### src/rtl/system_cpu_0_oci_trace_packer.sv
// ---------------------------------------------------------------------------
// system_cpu_0_oci_trace_packer
//   OCI trace-capture packer for the Nios II debug core. Collects PACK_N
//   trace entries of ENTRY_W bits into one word and hands the word to the
//   trace sink over a valid/ready handshake. The live packing buffer is
//   exported for debug visibility. test_ending drains the partial word and
//   then raises the sticky test_has_ended.
//
//   Optional feature: define OCI_TRACE_OVF_CNT_EN to build the saturating
//   dropped-entry counter; otherwise ovf_count is tied to 0.
//
// Ports
//   clk, reset        rising-edge clock; async active-high reset (sync release)
//   tr_valid/tr_data  trace entry strobe and payload
//   flush             pulse: push out the partial word
//   test_ending       end-of-test request (level or pulse)
//   dct_buffer        live packing buffer, slot 0 in LSBs
//   dct_count         entries held in dct_buffer (0..PACK_N)
//   out_valid/out_data/out_count/out_ready   packed word handshake
//   test_has_ended    sticky, drain complete
//   ovf_count         dropped-entry count
// ---------------------------------------------------------------------------

// One packing slot: new entry wins over the clear so an entry accepted on a
// transfer edge lands in slot 0 of the freshly emptied buffer.
module system_cpu_0_oci_trace_packer_slot #(
    parameter int ENTRY_W = 10
) (
    input  logic               clk,
    input  logic               rst,
    input  logic               clr,
    input  logic               we,
    input  logic [ENTRY_W-1:0] d,
    output logic [ENTRY_W-1:0] q
);
    always_ff @(posedge clk or posedge rst) begin
        if (rst)      q <= '0;
        else if (we)  q <= d;
        else if (clr) q <= '0;
    end
endmodule

module system_cpu_0_oci_trace_packer #(
    parameter int ENTRY_W = 10,
    parameter int PACK_N  = 3,
    parameter int CNT_W   = 4,
    parameter int OVF_W   = 16
) (
    input  logic                      clk,
    input  logic                      reset,
    input  logic                      tr_valid,
    input  logic [ENTRY_W-1:0]        tr_data,
    input  logic                      flush,
    input  logic                      test_ending,
    output logic [ENTRY_W*PACK_N-1:0] dct_buffer,
    output logic [CNT_W-1:0]          dct_count,
    output logic                      out_valid,
    output logic [ENTRY_W*PACK_N-1:0] out_data,
    output logic [CNT_W-1:0]          out_count,
    input  logic                      out_ready,
    output logic                      test_has_ended,
    output logic [OVF_W-1:0]          ovf_count
);
    localparam int WORD_W = ENTRY_W * PACK_N;

    generate
        if (CNT_W < $clog2(PACK_N + 1)) begin : g_cnt_w_check
            $error("CNT_W is too narrow to count PACK_N entries");
        end
    endgenerate

    // -----------------------------------------------------------------------
    // Reset: asserts asynchronously, releases two clk edges after reset drops
    // so every flop leaves reset on the same edge.
    // -----------------------------------------------------------------------
    logic [1:0] rst_sync;
    logic       rst;

    always_ff @(posedge clk or posedge reset) begin
        if (reset) rst_sync <= 2'b11;
        else       rst_sync <= {rst_sync[0], 1'b0};
    end
    assign rst = rst_sync[1];

    // -----------------------------------------------------------------------
    // Drain FSM
    // -----------------------------------------------------------------------
    typedef enum logic [1:0] {ST_RUN, ST_DRAIN, ST_ENDED} state_t;
    state_t state, state_nxt;
    logic   is_run;
    logic   flush_pend;

    always_ff @(posedge clk or posedge rst) begin
        if (rst) state <= ST_RUN;
        else     state <= state_nxt;
    end

    always_comb begin
        state_nxt = state;
        case (state)
            ST_RUN:   if (test_ending) state_nxt = ST_DRAIN;
            // Done only once nothing is buffered, nothing waits at the sink
            // and no flush is still owed.
            ST_DRAIN: if (dct_count == '0 && !out_valid && !flush_pend)
                          state_nxt = ST_ENDED;
            default:  state_nxt = ST_ENDED;
        endcase
    end

    always_comb begin
        is_run         = 1'b0;
        test_has_ended = 1'b0;
        case (state)
            ST_RUN:   is_run = 1'b1;
            ST_ENDED: test_has_ended = 1'b1;
            default:  ;
        endcase
    end

    // -----------------------------------------------------------------------
    // Packing datapath
    // -----------------------------------------------------------------------
    logic                              out_free, full, xfer, accept;
    logic [CNT_W-1:0]                  base_cnt, cnt_nxt;
    logic [PACK_N-1:0]                 slot_we;
    logic [PACK_N-1:0][ENTRY_W-1:0]    slot_q;
    logic [PACK_N-1:0][ENTRY_W-1:0]    word_masked;
    logic                              flush_set, flush_pend_nxt;

    assign out_free = !out_valid || out_ready;
    assign full     = (dct_count == CNT_W'(PACK_N));
    assign xfer     = out_free && (full || (flush_pend && dct_count != '0));
    // A full buffer still takes an entry when it empties on the same edge.
    assign accept   = tr_valid && is_run && (!full || xfer);
    assign base_cnt = xfer ? '0 : dct_count;
    assign cnt_nxt  = base_cnt + CNT_W'(accept);

    for (genvar i = 0; i < PACK_N; i++) begin : g_slot
        assign slot_we[i]     = accept && (base_cnt == CNT_W'(i));
        assign word_masked[i] = (CNT_W'(i) < dct_count) ? slot_q[i] : '0;

        system_cpu_0_oci_trace_packer_slot #(
            .ENTRY_W (ENTRY_W)
        ) u_slot (
            .clk (clk),
            .rst (rst),
            .clr (xfer),
            .we  (slot_we[i]),
            .d   (tr_data),
            .q   (slot_q[i])
        );
    end

    assign dct_buffer = slot_q;

    always_ff @(posedge clk or posedge rst) begin
        if (rst) dct_count <= '0;
        else     dct_count <= cnt_nxt;
    end

    // Flush request is remembered until the partial word leaves; it is
    // dropped whenever the buffer ends up empty so no empty word is emitted.
    assign flush_set      = is_run && (flush || test_ending);
    assign flush_pend_nxt = ((flush_pend && !xfer) || flush_set) && (cnt_nxt != '0);

    always_ff @(posedge clk or posedge rst) begin
        if (rst) flush_pend <= 1'b0;
        else     flush_pend <= flush_pend_nxt;
    end

    // -----------------------------------------------------------------------
    // Output register
    // -----------------------------------------------------------------------
    always_ff @(posedge clk or posedge rst) begin
        if (rst) begin
            out_valid <= 1'b0;
            out_data  <= '0;
            out_count <= '0;
        end else if (xfer) begin
            out_valid <= 1'b1;
            out_data  <= WORD_W'(word_masked);
            out_count <= dct_count;
        end else if (out_ready) begin
            out_valid <= 1'b0;
        end
    end

    // -----------------------------------------------------------------------
    // Dropped-entry counter
    // -----------------------------------------------------------------------
`ifdef OCI_TRACE_OVF_CNT_EN
    logic drop;
    assign drop = tr_valid && !accept;

    always_ff @(posedge clk or posedge rst) begin
        if (rst)                            ovf_count <= '0;
        else if (drop && ovf_count != '1)   ovf_count <= ovf_count + 1'b1;
    end
`else
    assign ovf_count = '0;
`endif

endmodule

### config.mk
export PLATFORM = sky130hd
export DESIGN_NAME = system_cpu_0_oci_trace_packer
export DESIGN_NICKNAME = d
export VERILOG_FILES = /design/src/rtl/system_cpu_0_oci_trace_packer.sv
export SDC_FILE = /design/constraint.sdc
export NUM_CORES = 1
export LEC_CHECK = 0
export ABC_AREA = 1
export ABC_CLOCK_PERIOD_IN_PS = 3000
export CAP_MARGIN = 20
export CORE_ASPECT_RATIO = 0.5
export CORE_UTILIZATION = 35
export CTS_BUF_LIST = sky130_fd_sc_hd__clkbuf_16
export CTS_CLUSTER_DIAMETER = 150
export CTS_CLUSTER_SIZE = 40
export DETAILED_ROUTE_END_ITERATION = 16
export GPL_ROUTABILITY_DRIVEN = 0
export SLEW_MARGIN = 10
export SYNTH_ARGS = -nofsm -noshare
export SYNTH_HDL_FRONTEND = slang
export SYNTH_SLANG_ARGS = --single-unit
export TNS_END_PERCENT = 30
### constraint.sdc
create_clock -name clk -period 3 [get_ports clk]
set_input_delay 0.6 -clock clk [delete_from_list [all_inputs] [get_ports clk]]
set_output_delay 0.6 -clock clk [all_outputs]
set_load 0.02 [all_outputs]
==> run_results.csv <==
group,metric,value,unit
floorplanning,die_area,9488,µm²
clock_network,cts.path.max_buffers,2,
synth,synth_top_area_share,56.69,%
floorplanning,start_util,36.24,%
synth,synth_warnings,0,
synth,ys_top_cells_by_count,"nand2_1, dfrtp_1, nand3_1",
synth,yosysSeqAreaShare,58.35,%
timing,rsz0062_at_grt,"no",
clock_network,postCtsHoldBufs,0,
setup_path,r2r_cells,9,
place,placed_area,4093,µm²
clock_network,cts_root_buf,"clkbuf_16",
clock_network,cts_tree,"yes",
finish,postLayoutCellArea,4347,µm²
synth,synth-edff-count,0,
outcome,outcome,"finished clean",
power,switchingPower,0.4258,mW
global_routing,grt_pass1_vias,2402,
setup_path,worstPathArrival,2.51,ns
power,p_comb_share,3.5,%
power,swShare,21.41,%
finish,fillers,840,
global_routing,antenna_found_initial,0,
synth,synth_seq_cells,74,
finish,n_antenna_cell,0,
finish,final_core_util,49.57,%
setup_path,crit_required,3.25,ns
timing,setup_viol,0,
clock_network,clk_latency,0.33,ns
clock_network,cts_resized,0,
detailed_routing,first_pass_iters,4,
floorplanning,pin_count,102,
setup_path,crit_type,"reg2reg",
detailed_routing,via_per_inst,4.531,
timing,worstMarginPinSlew,0.7840,ns
synth,synthFlopType,"dfrtp_1",
floorplanning,die_h,69.38,µm
clock_network,clkTransAtPathRegs,0.06,ns
detailed_routing,drtIter0Drc,180,
detailed_routing,drc,0,
synth,netlist_instances,353,
detailed_routing,wl_per_cell,13.37,µm
floorplanning,placementRows,24,
floorplanning,die_w,136.8,µm
finish,regArea,1854,µm²
global_routing,grt_max_degree,90,
job,cap_violations,0,
synth,yosys-top-cells-area,"dfrtp_1, nand2_1, nand3_1, o21ai_0, buf_4",
synth,synth.distinct_cells,24,
timing,holdWs,0.2035,ns
place,placedCellCount,543,
power,seqPwrFrac,50.4,%
global_routing,grt_first_pass_wirelength,12.43,mm
finish,final_cells,559,
timing,final.setup_skew,0.005122,ns
place,dpl.hpwl,5.309,mm
finish,drive_gt1_share,6.561,%
detailed_routing,vias,2533,
global_routing,globalRouteOverflowTotal,0,
setup_path,cp-end-kind,"flip-flop",
power,power.clock.fraction,46.1,%
synth,avgSynthCellArea,9.003,µm²
timing,fin_crit_sh,75.25,%
synth,synth_top_area_cell,"dfrtp_1",
timing,max_slew_margin,47.73,%
setup_path,start_kind,"flip-flop",
floorplanning,core_area,8768,µm²
power,power_density,457.6,nW/µm²
finish,fin_nets,454,
power,leakagePower,1.994,nW
timing,max_freq,443.0,MHz
clock_network,cts_num_sinks,74,
clock_network,htreeDepth,3,
power,ir_drop,292.8,µV
min_path,hp-class,"reg2async",
timing,hold_violations,0,
finish,multi_input_area,1067,µm²
place,port_buffers,85,
setup_path,crit_fanout,89,
timing,tns,0,ns
clock_network,post_cts_buffers,0,
power,internal_power,1.563,mW
global_routing,track_usage,17.37,%
detailed_routing,ant_nets,0,
timing,drv_slew,0,
timing,final.min_clock_period,2.257,ns
clock_network,numCtsBuffers,9,
synth,async_flop_share,100.0,%
finish,syn_to_final_growth,36.77,%
detailed_routing,wirelength,7.476,mm
synth,synth_area,3178,µm²
synth,yosysMostFrequentCell,"nand2_1",
worst paths after layout:
path | from | slack [ns] | end
max | dct_count[2] | 0.74 | g_slot[0].u_slot.q[7]
min | rst_sync[1] | 0.20 | out_data[14]
max reg2reg | dct_count[2] | 0.74 | g_slot[0].u_slot.q[7]
min reg2reg | rst_sync[1] | 0.20 | out_data[14]
max in group asynchronous | rst_sync[1] | 2.18 | out_data[9]
min in group clk | rst_sync[0] | 0.36 | rst_sync[1]
per-layer routing:
layer  GRT usage (%)  routed length (µm)
met5               0                   0
met1           24.56                3381
met4           6.173                  76
met2           24.53                3493
met3           5.994                 524
final cells by class:
class,count,share of cell area (%)
inverter,29,2.504
clock inverter,7,0.6621
clock buffer,9,5.181
multi-input combinational,231,24.55
tap,117,3.368
timing repair buffer,92,21.07
sequential,74,42.66
cell usage in the layout, fill, tap and decap left out, types with 2 or more instances in the layout:
master,count
o21ai_1,20
inv_1,28
inv_2,2
clkbuf_16,9
clkdlybuf4s50_1,85
conb_1,17
nand2_2,3
nand3_1,35
o21ai_0,33
nor2_1,8
nand4_1,14
dfrtp_1,72
dfstp_2,2
buf_4,6
clkinv_2,2
nand2_1,91
a21oi_1,2
clkinv_1,4
power by group through the flow:
| stage | Clock (mW) | Combinational, mW | Sequential (mW) |
|---|---|---|---|
| after detailed placement | 0 | 0.0712 | 1.02 |
| final | 0.917 | 0.0700 | 1.00 |
| after CTS | 0.941 | 0.0714 | 1.00 |
| after global routing | 0.989 | 0.0777 | 1.00 |
| after floorplan | 0 | 0.0520 | 1.02 |
| after global placement | 0 | 0.0714 | 1.02 |
sequential cells by signal (all words and copies together) (netlist names):
register / cells
dct_count: 4
out_data: 30
state: 2
out_valid: 1
flush_pend: 1
out_count: 4
rst_sync: 2
g_slot.u_slot.q: 30
critical path, cell delays in order, from the launching register on:
cell,delay [ns]
dfrtp_1,0.45
nor2_4,0.19
nand2_1,0.06
buf_4,0.19
nand2_1,0.08
nand2_1,0.08
nand2_4,0.18
buf_4,0.64
nand3_1,0.15
o21ai_1,0.11
logic make-up (layout without fill, tap and decap cells):
family                   after synthesis  count (layout)  share of synthesized area, %
AO/OA/AOI/OAI                         58              58                         9.410
other                                  1              17                        0.1180
buffers and inverters                 64             137                         10.12
flip-flops                            74              74                         58.35
adder cells (fa/ha/maj)                1               1                        0.3936
AND/OR/NAND/NOR                      155             155                         21.61
metrics by stage:
step	total power, mW	setup WS (ns)
after floorplan	1.071	0.8349
after global placement	1.091	0.5286
after detailed placement	1.090	0.4956
after CTS	2.014	0.7048
after global routing	2.068	0.4996
final	1.989	0.7426
Power figures use the tool's default switching activity.
==> edit 1, RTL diff (config.mk and constraints unchanged) <==
Change the parameter `OVF_W` from 16 to 14.
--- a/src/rtl/system_cpu_0_oci_trace_packer.sv
+++ b/src/rtl/system_cpu_0_oci_trace_packer.sv
@@ -44,7 +44,7 @@
     parameter int ENTRY_W = 10,
     parameter int PACK_N  = 3,
     parameter int CNT_W   = 4,
-    parameter int OVF_W   = 16
+    parameter int OVF_W   = 14
 ) (
     input  logic                      clk,
     input  logic                      reset,
Interface: changed (resized ovf_count); port bits go from 102 to 100. No check against the original RTL was run, so the function may have changed too.
==> edit 1 against the unedited design <==
Combinational power shrank 2%; area after synthesis shrank 0.47%; critical endpoint is now g_slot[0].u_slot.q[9]$_DFFE_PP0P_; via count grew 1.4%; worst setup slack lost 0.089 ns; global-route usage grew 0.083 points; first-iteration DRC count shrank 13%; routed wire length grew 2.6%; largest power group unchanged; worst hold slack gained 0.15 ns; critical path type unchanged; sequential power is essentially flat; sequential cell count is the same; power shrank 0.10%; final area is essentially flat.
==> edit 1: results (changes against the unedited design) <==
status completed; proportion of layout cells with a drive suffix above 1 7.24% (+0.68 points); gr usage total 17.5% (+0.083 points); insertion delay to the later sink of the worst-skew pair 0.33 ns (about the same); wire length reported by the detailed router 7.67 mm (+2.6%); deepest clock path buffer count 2 (unchanged); Worst IR Drop VDD 0.000284 V (-3.1%); largest driver fanout on the critical path 20 (-78%); Min Hold Slack 0.355 ns (+0.152 ns); total number of vias 2569 (+1.4%); number of antenna violations at the first check in global routing 0 (unchanged); registers with the most flip-flops g_slot.u_slot.q x30, out_data x30; vias in the first global route 2394 (-0.33%); top post-synthesis cells by count sky130_fd_sc_hd__nand2_1 (91), sky130_fd_sc_hd__dfrtp_1 (72), sky130_fd_sc_hd__nand3_1 (35), sky130_fd_sc_hd__o21ai_0 (33), sky130_fd_sc_hd__inv_1 (27); cell types occupying the most area after synthesis sky130_fd_sc_hd__dfrtp_1 (57%), sky130_fd_sc_hd__nand2_1 (11%), sky130_fd_sc_hd__nand3_1 (5.5%), sky130_fd_sc_hd__o21ai_0 (5.2%), sky130_fd_sc_hd__buf_4 (3.8%); total placed instance area 4090 um^2 (-0.12%); count of cell types in the netlist 24 (unchanged); global-route wire length before repair 12.5 mm (+0.78%); P_leak 1.99 nW (about the same); final layout net count 454 (unchanged); sequential cell area fraction in the yosys report 58.6% (+0.28 points); number of setup buffers added after CTS 0 (unchanged); Setup crit end g_slot[0].u_slot.q[9]$_DFFE_PP0P_; number of buffers created by CTS 9 (unchanged); initial DRC count 157 (-13%); slowest cell delay on critical path 0.45 ns (-0.19 ns); cell at the root of the clock tree sky130_fd_sc_hd__clkbuf_16; Max H-tree Level 3 (unchanged); setup slack, reg-to-reg 0.65 ns (-0.09 ns); post-route clock skew 0.00487 ns (-0.000257 ns); RR Startpoint dct_count[2]$_DFF_PP0_; Antenna diodes 0 (unchanged); data arrival time of the worst path 2.60 ns (+0.09 ns); FF-to-FF path depth 12 (+3); dominant register cell in the synthesized netlist sky130_fd_sc_hd__dfrtp_1; Yosys warnings 0 (unchanged); worst hold path type reg2async; Post-synth ARST share 100% (unchanged); placed wire-length estimate 5.54 mm (+4.3%); count of input and output buffers 85 (unchanged); cell with the largest stage delay on the worst path sky130_fd_sc_hd__dfrtp_1; pin count of the biggest net entering global routing 76 (-16%); Max-slew headroom 53.6% (+5.9 points); iteration count of the initial detailed-routing pass 5 (+1)
## edit 1: power by group
| part | leakage, nW | internal, W | switching (W) | total, W |
|---|---|---|---|---|
| clock | 0.136 | 0.000542 | 0.000374 | 0.000916 |
| combinational | 0.841 | 0.0000201 | 0.0000486 | 0.0000687 |
| sequential | 1.02 | 0.00100 | 0.000000426 | 0.00100 |
## edit 1: stage by stage
| stage | utilization, % | std cells | setup slack (ns) |
|---|---|---|---|
| after floorplan | - | 365 | 0.835 |
| after global placement | 46.8 | 543 | 0.537 |
| after detailed placement | 46.8 | 543 | 0.490 |
| after CTS | 49.7 | 559 | 0.672 |
| after global routing | 49.7 | 559 | 0.407 |
| final | 49.7 | 559 | 0.654 |
## edit 1: metal layers
| layer | vias up | GRT usage [%] | part of all wire, % | wire length (um) |
|---|---|---|---|---|
| met2 | 64 | 26.0 | 45 | 3450 |
| met1 | 1201 | 25.0 | 49 | 3780 |
| met3 | 10 | 4.82 | 4.7 | 358 |
| met5 | - | 0 | 0 | 0 |
| met4 | 0 | 4.44 | 1.0 | 80 |
| li1 | 1294 | - | - | - |
## edit 1: worst max-delay path, delay by kind of cell, from the launching register on
family                 cells  cell delay (ns)
AND/OR/NAND/NOR            8             1.02
buffers and inverters      3             0.68
flip-flops                 1             0.45
AO/OA/AOI/OAI              1             0.11
## edit 1: layout make-up
class                      instances  area (um^2)
fill                             828         4400
tap                              117          146
clock buffer                       9          225
inverter                          29          109
sequential                        74         1850
clock inverter                     7         30.0
multi-input combinational        229         1060
timing repair buffer              94          918
## edit 1: worst min-delay path by stage
stage                               end
2_1_floorplan     rst_sync[1]$_DFF_PP1_
3_3_place_gp      rst_sync[1]$_DFF_PP1_
3_5_place_dp      rst_sync[1]$_DFF_PP1_
4_1_cts           rst_sync[1]$_DFF_PP1_
5_1_grt           rst_sync[1]$_DFF_PP1_
6_report       out_data[17]$_DFFE_PP0P_
## edit 1: cells by family after synthesis
kind of cell    synth area share (%)
flops                           58.6
fa+ha+maj                      0.396
compound gates                  9.45
buf+inv                         9.69
other cells                    0.119
simple gates                    21.7
==> edit 2, RTL diff (same flow settings) <==
Made on the original files. Re-encode `state_t` (3 states) as one-hot, 3 bits wide.
--- a/src/rtl/system_cpu_0_oci_trace_packer.sv
+++ b/src/rtl/system_cpu_0_oci_trace_packer.sv
@@ -85,7 +85,7 @@
     // -----------------------------------------------------------------------
     // Drain FSM
     // -----------------------------------------------------------------------
-    typedef enum logic [1:0] {ST_RUN, ST_DRAIN, ST_ENDED} state_t;
+    typedef enum logic [2:0] {ST_RUN = 3'b001, ST_DRAIN = 3'b010, ST_ENDED = 3'b100} state_t;
     state_t state, state_nxt;
     logic   is_run;
     logic   flush_pend;
Function: same outputs for any inputs over 10 cycles, from zero or initial values and one cycle with reset high; not proved beyond that.
==> edit 2 against the unedited design <==
Routed wire length is 3.9% higher; clock skew up 0.0039 ns; critical endpoint is now g_slot[1].u_slot.q[4]$_DFFE_PP0P_; sequential cell count increased by 1; critical path depth stayed put; final area grew 4.7%; area after synthesis increased by 7.6%; worst setup slack improved by 0.0091 ns.
Power is not compared: it rests on default switching activity, and its combinational part moved more than twofold at a synthesized area within 25%.
==> edit 2: results (changes against the unedited design) <==
vias in the first global route 2420 (+0.75%); status completed; area taken by multi-input logic gates 1210 um^2 (+14%); iteration count of the initial detailed-routing pass 12 (+8); number of combinational gates with multiple inputs 207 (-10%); Routed met3 length 385 um (-27%); proportion of cell area occupied by multi-input gates 26.7% (+2.1 points); cell types occupying the most area after synthesis sky130_fd_sc_hd__dfrtp_1 (53%), sky130_fd_sc_hd__nand2_1 (7.7%), sky130_fd_sc_hd__o21ai_1 (5.0%), sky130_fd_sc_hd__buf_4 (4.0%), sky130_fd_sc_hd__o22ai_2 (3.7%); critical path launch point dct_count[1]$_DFF_PP0_; proportion of layout cells with a drive suffix above 1 17.6% (+11 points); count of cell types in the netlist 28 (+17%); largest driver fanout on the critical path 23 (-74%); wire length on met1 3.78 mm (+12%); met1 demand-to-capacity share in global routing 21.8% (-2.8 points); terminus of the critical flop-to-flop path g_slot[1].u_slot.q[4]$_DFFE_PP0P_; post-route clock skew 0.00904 ns (+0.00392 ns); pin count of the biggest net entering global routing 53 (-41%); final layout net count 439 (-3.3%); share of final layout cell area taken by clock buffers and inverters 5.58% (-0.26 points); Max-slew headroom 46.9% (-0.82 points); gr usage total 16.3% (-1.1 points); share of cell area taken by flip-flops and latches 41.3% (-1.3 points); total placed instance area 4300 um^2 (+5.0%); GR Util met3 4.75% (-1.2 points); count of fill cells added during filler insertion 915 (+8.9%); Non-clk invs 39 (+34%); top post-synthesis cells by count sky130_fd_sc_hd__dfrtp_1 (72), sky130_fd_sc_hd__nand2_1 (70), sky130_fd_sc_hd__o21ai_1 (34), sky130_fd_sc_hd__inv_1 (33), sky130_fd_sc_hd__buf_4 (18); non-clock buffer count in the final layout 90 (-2.2%)
[edit 2: cell types whose count changed after synthesis, sizes merged, moves of 8 or more]
cell   change
nand4     -10
inv       +11
nand2     -19
o21ai      -8
o31ai     +10
nand3     -12
o22ai     +10
[edit 2: stage by stage]
| step | worst slack, ns | power [W] | hold slack [ns] | instances |
|---|---|---|---|---|
| floorplan | 0.808 | 0.00138 | 0.345 | 354 |
| global placement | 0.455 | 0.00155 | 0.348 | 546 |
| detailed placement | 0.403 | 0.00155 | 0.349 | 546 |
| CTS | 0.747 | 0.00248 | 0.362 | 562 |
| global route | 0.532 | 0.00255 | 0.365 | 562 |
| finish | 0.752 | 0.00245 | 0.358 | 562 |
[edit 2: cell families after synthesis]
group / count (synthesis) / share of synthesized area, %
compound gates: 69 / 15.5
simple gates: 120 / 17.8
fa+ha+maj: 1 / 0.366
other cells: 1 / 0.110
buf+inv: 72 / 11.3
flops: 75 / 55.0
[edit 2: worst max-delay path: stages, from the launching register on]
cell                      delay, ns
sky130_fd_sc_hd__dfrtp_1       0.53
sky130_fd_sc_hd__nand2_1       0.14
sky130_fd_sc_hd__inv_2         0.07
sky130_fd_sc_hd__nand2_2       0.07
sky130_fd_sc_hd__nand2_4       0.10
sky130_fd_sc_hd__nand2_8       0.11
sky130_fd_sc_hd__nand2_2       0.13
sky130_fd_sc_hd__nand4_2       0.63
sky130_fd_sc_hd__nand3_2       0.25
sky130_fd_sc_hd__o21ai_2       0.07
[edit 2: power by group]
| group | internal, W | switching (W) |
|---|---|---|
| logic | 0.000172 | 0.000243 |
| registers | 0.00107 | 0.0000396 |
| clock network | 0.000541 | 0.000385 |
| total | 0.00179 | 0.000668 |
